## src/rtl/rv_regfile_sb_pkg.sv

```systemverilog
// ---------------------------------------------------------------------------
// rv_regfile_sb_pkg
// Shared configuration and types for the scoreboarded integer register file.
// Holds the default geometry (data width, register count, read-port count),
// the derived address/count widths, and the request/writeback bundle types
// that ID and the writeback path use when talking to the register file.
// ---------------------------------------------------------------------------
package rv_regfile_sb_pkg;

  localparam int RF_XLEN  = 64;
  localparam int RF_NREGS = 32;
  localparam int RF_NRD   = 2;
  localparam int RF_AW    = $clog2(RF_NREGS);
  localparam int RF_CW    = $clog2(RF_NREGS + 1);

  typedef logic [RF_AW-1:0] reg_addr_t;

  typedef struct packed {
    logic      en;
    reg_addr_t addr;
  } rf_rd_req_t;

  typedef struct packed {
    logic               valid;
    reg_addr_t          addr;
    logic [RF_XLEN-1:0] data;
  } rf_wb_packet_t;

endpackage

```

## src/rtl/rv_regfile_sb_if.sv

```systemverilog
// ---------------------------------------------------------------------------
// rv_regfile_sb_if
// Bundles every non-clock signal between the core (ID + writeback) and the
// register file.
//   rd_en/rd_addr        source read requests, one per read port
//   rd_data/rd_busy      read data and pending-producer flag per port
//   iss_valid/iss_rd_addr/iss_ready   destination issue handshake
//   wb_valid/wb_addr/wb_data          writeback strobe
//   flush                squash all pending producers
//   busy_cnt             registered count of busy registers
//   err_wb_idle          sticky flag: writeback to a non-busy register
// Modports: master = core side, slave = register file side.
// ---------------------------------------------------------------------------
interface rv_regfile_sb_if
  import rv_regfile_sb_pkg::*;
#(
  parameter int XLEN  = RF_XLEN,
  parameter int NREGS = RF_NREGS,
  parameter int NRD   = RF_NRD
);

  localparam int AW = $clog2(NREGS);
  localparam int CW = $clog2(NREGS + 1);

  logic [NRD-1:0]           rd_en;
  logic [NRD-1:0][AW-1:0]   rd_addr;
  logic [NRD-1:0][XLEN-1:0] rd_data;
  logic [NRD-1:0]           rd_busy;

  logic                     iss_valid;
  logic [AW-1:0]            iss_rd_addr;
  logic                     iss_ready;

  logic                     wb_valid;
  logic [AW-1:0]            wb_addr;
  logic [XLEN-1:0]          wb_data;

  logic                     flush;
  logic [CW-1:0]            busy_cnt;
  logic                     err_wb_idle;

  modport master (
    output rd_en, rd_addr, iss_valid, iss_rd_addr,
           wb_valid, wb_addr, wb_data, flush,
    input  rd_data, rd_busy, iss_ready, busy_cnt, err_wb_idle
  );

  modport slave (
    input  rd_en, rd_addr, iss_valid, iss_rd_addr,
           wb_valid, wb_addr, wb_data, flush,
    output rd_data, rd_busy, iss_ready, busy_cnt, err_wb_idle
  );

endinterface

```

## src/rtl/rv_regfile_sb_scoreboard.sv

```systemverilog
// ---------------------------------------------------------------------------
// rf_scoreboard
// Tracks which architectural registers have an in-flight producer.
// Ports:
//   clk, rst         clock and asynchronous active-high reset
//   iss_valid_i      ID is issuing an instruction with a destination
//   iss_rd_addr_i    destination being issued
//   iss_ready_o      issue can be accepted (no WAW hazard)
//   wb_valid_i       writeback strobe
//   wb_addr_i        writeback destination
//   flush_i          clear all busy bits
//   busy_o           current busy vector (bit 0 always 0)
//   busy_cnt_o       registered popcount of the busy vector
//   err_wb_idle_o    sticky: a writeback hit a register that was not busy
// ---------------------------------------------------------------------------
module rf_scoreboard
  import rv_regfile_sb_pkg::*;
#(
  parameter int NREGS = RF_NREGS
) (
  input  logic                          clk,
  input  logic                          rst,
  input  logic                          iss_valid_i,
  input  logic [$clog2(NREGS)-1:0]      iss_rd_addr_i,
  output logic                          iss_ready_o,
  input  logic                          wb_valid_i,
  input  logic [$clog2(NREGS)-1:0]      wb_addr_i,
  input  logic                          flush_i,
  output logic [NREGS-1:0]              busy_o,
  output logic [$clog2(NREGS+1)-1:0]    busy_cnt_o,
  output logic                          err_wb_idle_o
);

  localparam int AW = $clog2(NREGS);
  localparam int CW = $clog2(NREGS + 1);

  logic [NREGS-1:0] busy_q, busy_d;
  logic [CW-1:0]    cnt_q;
  logic             err_q, err_d;
  logic             wb_hit;
  logic             iss_acc;

  function automatic logic [CW-1:0] popcnt(input logic [NREGS-1:0] v);
    logic [CW-1:0] c;
    c = '0;
    for (int i = 0; i < NREGS; i++) begin
      c = c + CW'(v[i]);
    end
    return c;
  endfunction

  // A same-cycle writeback to the issued destination frees the slot, so the
  // issue may proceed; x0 never has a producer to wait on.
  always_comb begin
    wb_hit      = wb_valid_i && (wb_addr_i != '0);
    iss_ready_o = (iss_rd_addr_i == '0) || !busy_q[iss_rd_addr_i] ||
                  (wb_valid_i && (wb_addr_i == iss_rd_addr_i));
    iss_acc     = iss_valid_i && iss_ready_o && (iss_rd_addr_i != AW'(0)) && !flush_i;

    // Clear before set so an issue to the register being written back wins;
    // flush overrides both.
    busy_d = busy_q;
    if (wb_hit) begin
      busy_d[wb_addr_i] = 1'b0;
    end
    if (iss_acc) begin
      busy_d[iss_rd_addr_i] = 1'b1;
    end
    if (flush_i) begin
      busy_d = '0;
    end

    err_d = err_q || (wb_hit && !busy_q[wb_addr_i]);
  end

  always_ff @(posedge clk or posedge rst) begin
    if (rst) begin
      busy_q <= '0;
      cnt_q  <= '0;
      err_q  <= 1'b0;
    end else begin
      busy_q <= busy_d;
      cnt_q  <= popcnt(busy_d);
      err_q  <= err_d;
    end
  end

  assign busy_o        = busy_q;
  assign busy_cnt_o    = cnt_q;
  assign err_wb_idle_o = err_q;

endmodule

```

## src/rtl/rv_regfile_sb.sv

```systemverilog
// ---------------------------------------------------------------------------
// rv_regfile_sb
// Parametrised integer register file with a producer scoreboard. Provides
// NRD combinational read ports with per-port busy flags, one write port from
// writeback, and an issue handshake that blocks WAW hazards. x0 reads as zero
// and is never written or marked busy.
// Ports:
//   clk, rst   clock and asynchronous active-high reset
//   rf_if      rv_regfile_sb_if.slave (read ports, issue, writeback, flush,
//              busy_cnt, err_wb_idle)
// Configuration macro:
//   REGFILE_BYPASS_EN  when defined, a read of the register being written
//                      back this cycle returns wb_data and reports not busy.
//                      Otherwise the stored value is returned and the port
//                      stays busy until the write lands.
// ---------------------------------------------------------------------------
module rv_regfile_sb
  import rv_regfile_sb_pkg::*;
#(
  parameter int XLEN  = RF_XLEN,
  parameter int NREGS = RF_NREGS,
  parameter int NRD   = RF_NRD
) (
  input  logic          clk,
  input  logic          rst,
  rv_regfile_sb_if.slave rf_if
);

  logic [XLEN-1:0]  regs_q [NREGS];
  logic [NREGS-1:0] busy;
  logic             wr_en;

  assign wr_en = rf_if.wb_valid && (rf_if.wb_addr != '0);

  // Register storage; entry 0 is never written so it stays zero.
  always_ff @(posedge clk or posedge rst) begin
    if (rst) begin
      for (int r = 0; r < NREGS; r++) begin
        regs_q[r] <= '0;
      end
    end else if (wr_en) begin
      regs_q[rf_if.wb_addr] <= rf_if.wb_data;
    end
  end

  rf_scoreboard #(
    .NREGS (NREGS)
  ) u_scoreboard (
    .clk           (clk),
    .rst           (rst),
    .iss_valid_i   (rf_if.iss_valid),
    .iss_rd_addr_i (rf_if.iss_rd_addr),
    .iss_ready_o   (rf_if.iss_ready),
    .wb_valid_i    (rf_if.wb_valid),
    .wb_addr_i     (rf_if.wb_addr),
    .flush_i       (rf_if.flush),
    .busy_o        (busy),
    .busy_cnt_o    (rf_if.busy_cnt),
    .err_wb_idle_o (rf_if.err_wb_idle)
  );

  // Read ports see the pre-edge busy state, so a same-cycle issue to the
  // source is not yet visible here.
  always_comb begin
    rf_if.rd_data = '0;
    rf_if.rd_busy = '0;
    for (int i = 0; i < NRD; i++) begin
      if (rf_if.rd_en[i] && (rf_if.rd_addr[i] != '0)) begin
        rf_if.rd_data[i] = regs_q[rf_if.rd_addr[i]];
        rf_if.rd_busy[i] = busy[rf_if.rd_addr[i]];
`ifdef REGFILE_BYPASS_EN
        if (wr_en && (rf_if.wb_addr == rf_if.rd_addr[i])) begin
          rf_if.rd_data[i] = rf_if.wb_data;
          rf_if.rd_busy[i] = 1'b0;
        end
`endif
      end
    end
  end

endmodule

```

## src/flat_wrapper.sv

```systemverilog
// flat-port wrapper written by rule: the top's interface ports become plain ports
module rv_regfile_sb_flat import rv_regfile_sb_pkg::*;
#(
  parameter int XLEN  = RF_XLEN,
  parameter int NREGS = RF_NREGS,
  parameter int NRD   = RF_NRD
)
  (clk, rst, rf_if_rd_en, rf_if_rd_addr, rf_if_iss_valid, rf_if_iss_rd_addr, rf_if_wb_valid, rf_if_wb_addr, rf_if_wb_data, rf_if_flush, rf_if_rd_data, rf_if_rd_busy, rf_if_iss_ready, rf_if_busy_cnt, rf_if_err_wb_idle);
  rv_regfile_sb_if #(.XLEN(XLEN), .NREGS(NREGS), .NRD(NRD)) rf_if_i ();
  input  logic clk;
  input  logic rst;
  input wire logic [$bits(rf_if_i.rd_en)-1:0] rf_if_rd_en;
  input wire logic [$bits(rf_if_i.rd_addr)-1:0] rf_if_rd_addr;
  input wire logic [$bits(rf_if_i.iss_valid)-1:0] rf_if_iss_valid;
  input wire logic [$bits(rf_if_i.iss_rd_addr)-1:0] rf_if_iss_rd_addr;
  input wire logic [$bits(rf_if_i.wb_valid)-1:0] rf_if_wb_valid;
  input wire logic [$bits(rf_if_i.wb_addr)-1:0] rf_if_wb_addr;
  input wire logic [$bits(rf_if_i.wb_data)-1:0] rf_if_wb_data;
  input wire logic [$bits(rf_if_i.flush)-1:0] rf_if_flush;
  output wire logic [$bits(rf_if_i.rd_data)-1:0] rf_if_rd_data;
  output wire logic [$bits(rf_if_i.rd_busy)-1:0] rf_if_rd_busy;
  output wire logic [$bits(rf_if_i.iss_ready)-1:0] rf_if_iss_ready;
  output wire logic [$bits(rf_if_i.busy_cnt)-1:0] rf_if_busy_cnt;
  output wire logic [$bits(rf_if_i.err_wb_idle)-1:0] rf_if_err_wb_idle;
  assign rf_if_i.rd_en = rf_if_rd_en;
  assign rf_if_i.rd_addr = rf_if_rd_addr;
  assign rf_if_i.iss_valid = rf_if_iss_valid;
  assign rf_if_i.iss_rd_addr = rf_if_iss_rd_addr;
  assign rf_if_i.wb_valid = rf_if_wb_valid;
  assign rf_if_i.wb_addr = rf_if_wb_addr;
  assign rf_if_i.wb_data = rf_if_wb_data;
  assign rf_if_i.flush = rf_if_flush;
  assign rf_if_rd_data = rf_if_i.rd_data;
  assign rf_if_rd_busy = rf_if_i.rd_busy;
  assign rf_if_iss_ready = rf_if_i.iss_ready;
  assign rf_if_busy_cnt = rf_if_i.busy_cnt;
  assign rf_if_err_wb_idle = rf_if_i.err_wb_idle;
  rv_regfile_sb #(.XLEN(XLEN), .NREGS(NREGS), .NRD(NRD)) u_core (.clk(clk), .rst(rst), .rf_if(rf_if_i));
endmodule
```

## config.mk

```make
export PLATFORM = sky130hd
export DESIGN_NAME = rv_regfile_sb_flat
export DESIGN_NICKNAME = d
export VERILOG_FILES = /design/src/rtl/rv_regfile_sb_pkg.sv /design/src/rtl/rv_regfile_sb_if.sv /design/src/rtl/rv_regfile_sb_scoreboard.sv /design/src/rtl/rv_regfile_sb.sv /design/src/flat_wrapper.sv
export SDC_FILE = /design/constraint.sdc
export NUM_CORES = 2
export LEC_CHECK = 0
export BUFFER_PORTS_ARGS = -buffer_cell sky130_fd_sc_hd__buf_2
export CORE_MARGIN = 2
export CORE_UTILIZATION = 26
export CTS_BUF_LIST = sky130_fd_sc_hd__clkbuf_4 sky130_fd_sc_hd__clkbuf_8
export CTS_CLUSTER_DIAMETER = 80
export DETAILED_ROUTE_END_ITERATION = 8
export SYNTH_ARGS = -nofsm -noshare
export SYNTH_HDL_FRONTEND = slang
export SYNTH_HIERARCHICAL = 1
export SYNTH_SLANG_ARGS = --single-unit
```

## constraint.sdc

```tcl
create_clock -name clk -period 70.5 [get_ports clk]
set_clock_uncertainty 0.1 [all_clocks]
set_input_delay 10.575 -clock clk [delete_from_list [all_inputs] [get_ports clk]]
set_output_delay 10.575 -clock clk [all_outputs]
set_load 0.03 [all_outputs]
```

==> results by group <==
Outcome
  • Status: finished, violations left
  • Failing checks: capacitance limit

Logic synthesis
  • Most frequent cell after synthesis: dfrtp_1
  • Synthesized flop and latch total: 2,087
  • Area leader, netlist: dfrtp_1
  • Synth unique cells: 57
  • Synth top area cells: dfrtp_1 (47%), mux2_2 (16%), mux4_2 (16%)
  • Synthesized area: 0.111 mm2
  • Sequential fraction of the synthesis area: 46.9%
  • Gate Count Post-Synth: 7,513
  • Number of synthesized flops with an enable pin: 0
  • Synth warnings: 6
  • Mean area per synthesized cell: 14.8 um2
  • Post-synthesis net count: 7,635
  • FFs w/ async S/R, synth: 100%
  • Primary FF master, synth: dfrtp_1
  • Synth cell count leaders: dfrtp_1 (2,087), mux2_2 (1,590), mux4_2 (794)
  • Yosys top cell area share: 46.9%

Floorplanning
  • Rows: 240
  • I/O pin cnt: 229
  • Die width: 659 um
  • Die footprint: 0.434 mm2
  • Die height: 659 um
  • Core ar.: 0.427 mm2
  • Starting Density: 26.1%

Power
  • Reg power frac: 46.8%
  • Cell Pwr Density: 27.2 mW/mm2
  • Pwr Total: 0.00340 W
  • P_int: 0.00242 W
  • Switching Share: 28.7%
  • Peak supply drop: 0.0000149 V
  • Leakage: 53.0 nW
  • Logic pwr share: 19.9%
  • P_sw: 0.000974 W
  • Part of the power in the clock network: 33.3%

Critical path
  • Crit path required time: 59.83 ns
  • R2R Setup Slk: 63.40 ns
  • CP endpoint kind: output pin
  • Worst-path maximum fanout: 63
  • CP arrival: 16.81 ns
  • Critical Path Source Type: primary input
  • Setup Crit Path Kind: in2out

GRT
  • Initial antenna violation count: 54
  • All-Layer GR Usage: 18.1%
  • First-pass GRT wire length: 578,000 um
  • Largest net degree at the start of global routing: 185
  • Grt total ovfl: 0
  • Number of global-route vias before repair: 79,429

Clocking
  • H-tree depth: 5
  • Worst-Skew Late Latency: 1.02 ns
  • CTS buffer count: 338
  • Clock-pin slew on the worst setup and hold paths: 0.05 ns
  • Hold_buf cts: 0
  • Post-CTS Setup Bufs: 0
  • Clock sink count: 2,087
  • Cts repair resizes: 0
  • Root Buffer: clkbuf_8
  • CTS max path bufs: 4
  • CTS tree: yes

Finish
  • Share of cells above drive strength 1: 45.9%
  • Final core utilization: 29.2%
  • Cell Count, Final, Fillers Out: 13,361
  • Fill cells: 42,370
  • P&R area growth vs syn: 12.0%
  • Fin nets: 7,517

Routing
  • Initial drt markers: 6,756
  • Routed wire per std cell: 30.2 um
  • Total vias in the final route: 74,565
  • Antenna Nets Post-Route: 0
  • TritonRoute pass-1 iters: 5
  • Post-route DRC: 0
  • Vias per cell: 5.58
  • Total wire length: 404,000 um

Place
  • PortBufs: 228
  • Dpl cells: 12,742
  • Gpl congestion: 0.843
  • Post-detail-place hpwl: 229,000 um

Timing
  • Least-Margin Pin Slew: 1.47 ns
  • RSZ-0062 raised after global routing: false
  • Fmax: 36.4 MHz
  • Final Setup Violations: 0
  • Slew Limit Fails: 0
  • Fin crit period: 27.48 ns
  • Rel. slew slack: 1.12%
  • TNS Setup: 0 ns
  • Fin. Hold Viols: 0
  • Final period util: 39.0%

Flow run
  • MaxCap Viol Count: 1

Worst hold path
  • Hold Crit Class: reg2reg
[sequential cells by signal, indices dropped and copies added, names as in the netlist]
| register | flops |
|---|---|
| u_core/regs_q | 2048 |
| u_core/u_scoreboard/busy_o | 32 |
| u_core/u_scoreboard/busy_cnt_o | 6 |
| u_core/u_scoreboard/err_wb_idle_o | 1 |
[layout by cell type (no fill, tap or decap), drive strengths merged, types with 10 or more instances in the layout]
cell type	count
mux2i	530
clkbuf	532
o31ai	18
a22o	125
o21ai	33
clkinv	31
mux4	794
clkinvlp	10
a21oi	129
buf	434
a211oi	128
diode	35
o22ai	132
inv	36
a22oi	125
mux2	1990
nand3b	24
nor2	24
fa	24
dfrtp	2087
o221ai	130
nor2b	30
nand2	41
a2111oi	130
[through the flow]
| step | cell area [um2] | hold slack, ns | setup slack (ns) |
|---|---|---|---|
| detailed placement | 117000 | 0.285 | 42.78 |
| global route | 125000 | 0.310 | 42.56 |
| finish | 125000 | 0.296 | 43.02 |
| CTS | 125000 | 0.301 | 42.80 |
| floorplan | 111000 | 0.341 | 1.98 |
| global placement | 117000 | 0.277 | 42.93 |
[logic make-up (layout without fill, tap and decap cells)]
logic type / after synthesis / count (layout) / synth area share, %
other: 0 / 35 / 0
adder cells (fa/ha/maj): 31 / 31 / 0.510
XOR/XNOR: 8 / 8 / 0.0629
AO/OA/AOI/OAI: 982 / 982 / 6.78
buffers and inverters: 925 / 1051 / 3.96
multiplexers: 3314 / 3314 / 40.9
AND/OR/NAND/NOR: 166 / 166 / 0.867
flip-flops: 2087 / 2087 / 46.9
[power groups by stage]
stage	Sequential (W)	Combinational, W	Clock [W]
floorplan	0.00156	0.000530	0
global placement	0.00157	0.000652	0
detailed placement	0.00160	0.000674	0
CTS	0.00158	0.000676	0.00115
global route	0.00161	0.000718	0.00120
finish	0.00159	0.000676	0.00113
[layout make-up]
| cell class | count | area, um2 | share of cell area [%] |
|---|---|---|---|
| multi-input cells | 4501 | 55100 | 44.2 |
| flip-flops and latches | 2087 | 52200 | 41.9 |
| well taps | 5687 | 7120 | 5.71 |
| clock buffers | 531 | 6620 | 5.31 |
| repair buffers | 435 | 2920 | 2.34 |
| clock inverters | 53 | 508 | 0.407 |
| inverters | 32 | 128 | 0.102 |
| diodes | 35 | 87.6 | 0.0702 |
[per-layer routing]
layer  vias to the layer above  GRT usage, %  wire [um]
li1                      29111             -          -
met1                     40607          21.1     151000
met2                      3686          30.5     197000
met3                      1151          3.03      26700
met4                        10          12.0      28900
met5                         -             0         63
[worst max-delay path, stage by stage]
cell	delay [ns]
buf_8	0.52
buf_4	0.63
buf_4	0.73
buf_4	0.62
buf_4	0.66
buf_4	0.61
mux4_2	0.57
a22o_1	0.26
a2111oi_0	0.79
a211oi_1	0.35
buf_2	0.29
[worst paths after layout]
check,from,endpoint,depth (start not counted)
worst max-delay path,rf_if_rd_addr[5],rf_if_rd_data[126],11
worst min-delay path,u_core/regs_q[2003],u_core/regs_q[2003],0
min in group asynchronous,rst,u_core/u_scoreboard/busy_cnt_o[1],2
max in group asynchronous,rst,u_core/regs_q[427],7
worst min register to register,u_core/regs_q[2003],u_core/regs_q[2003],0
worst max register to register,u_core/u_scoreboard/busy_o[14],u_core/u_scoreboard/busy_cnt_o[5],20
(Power assumes the default switching activity.)
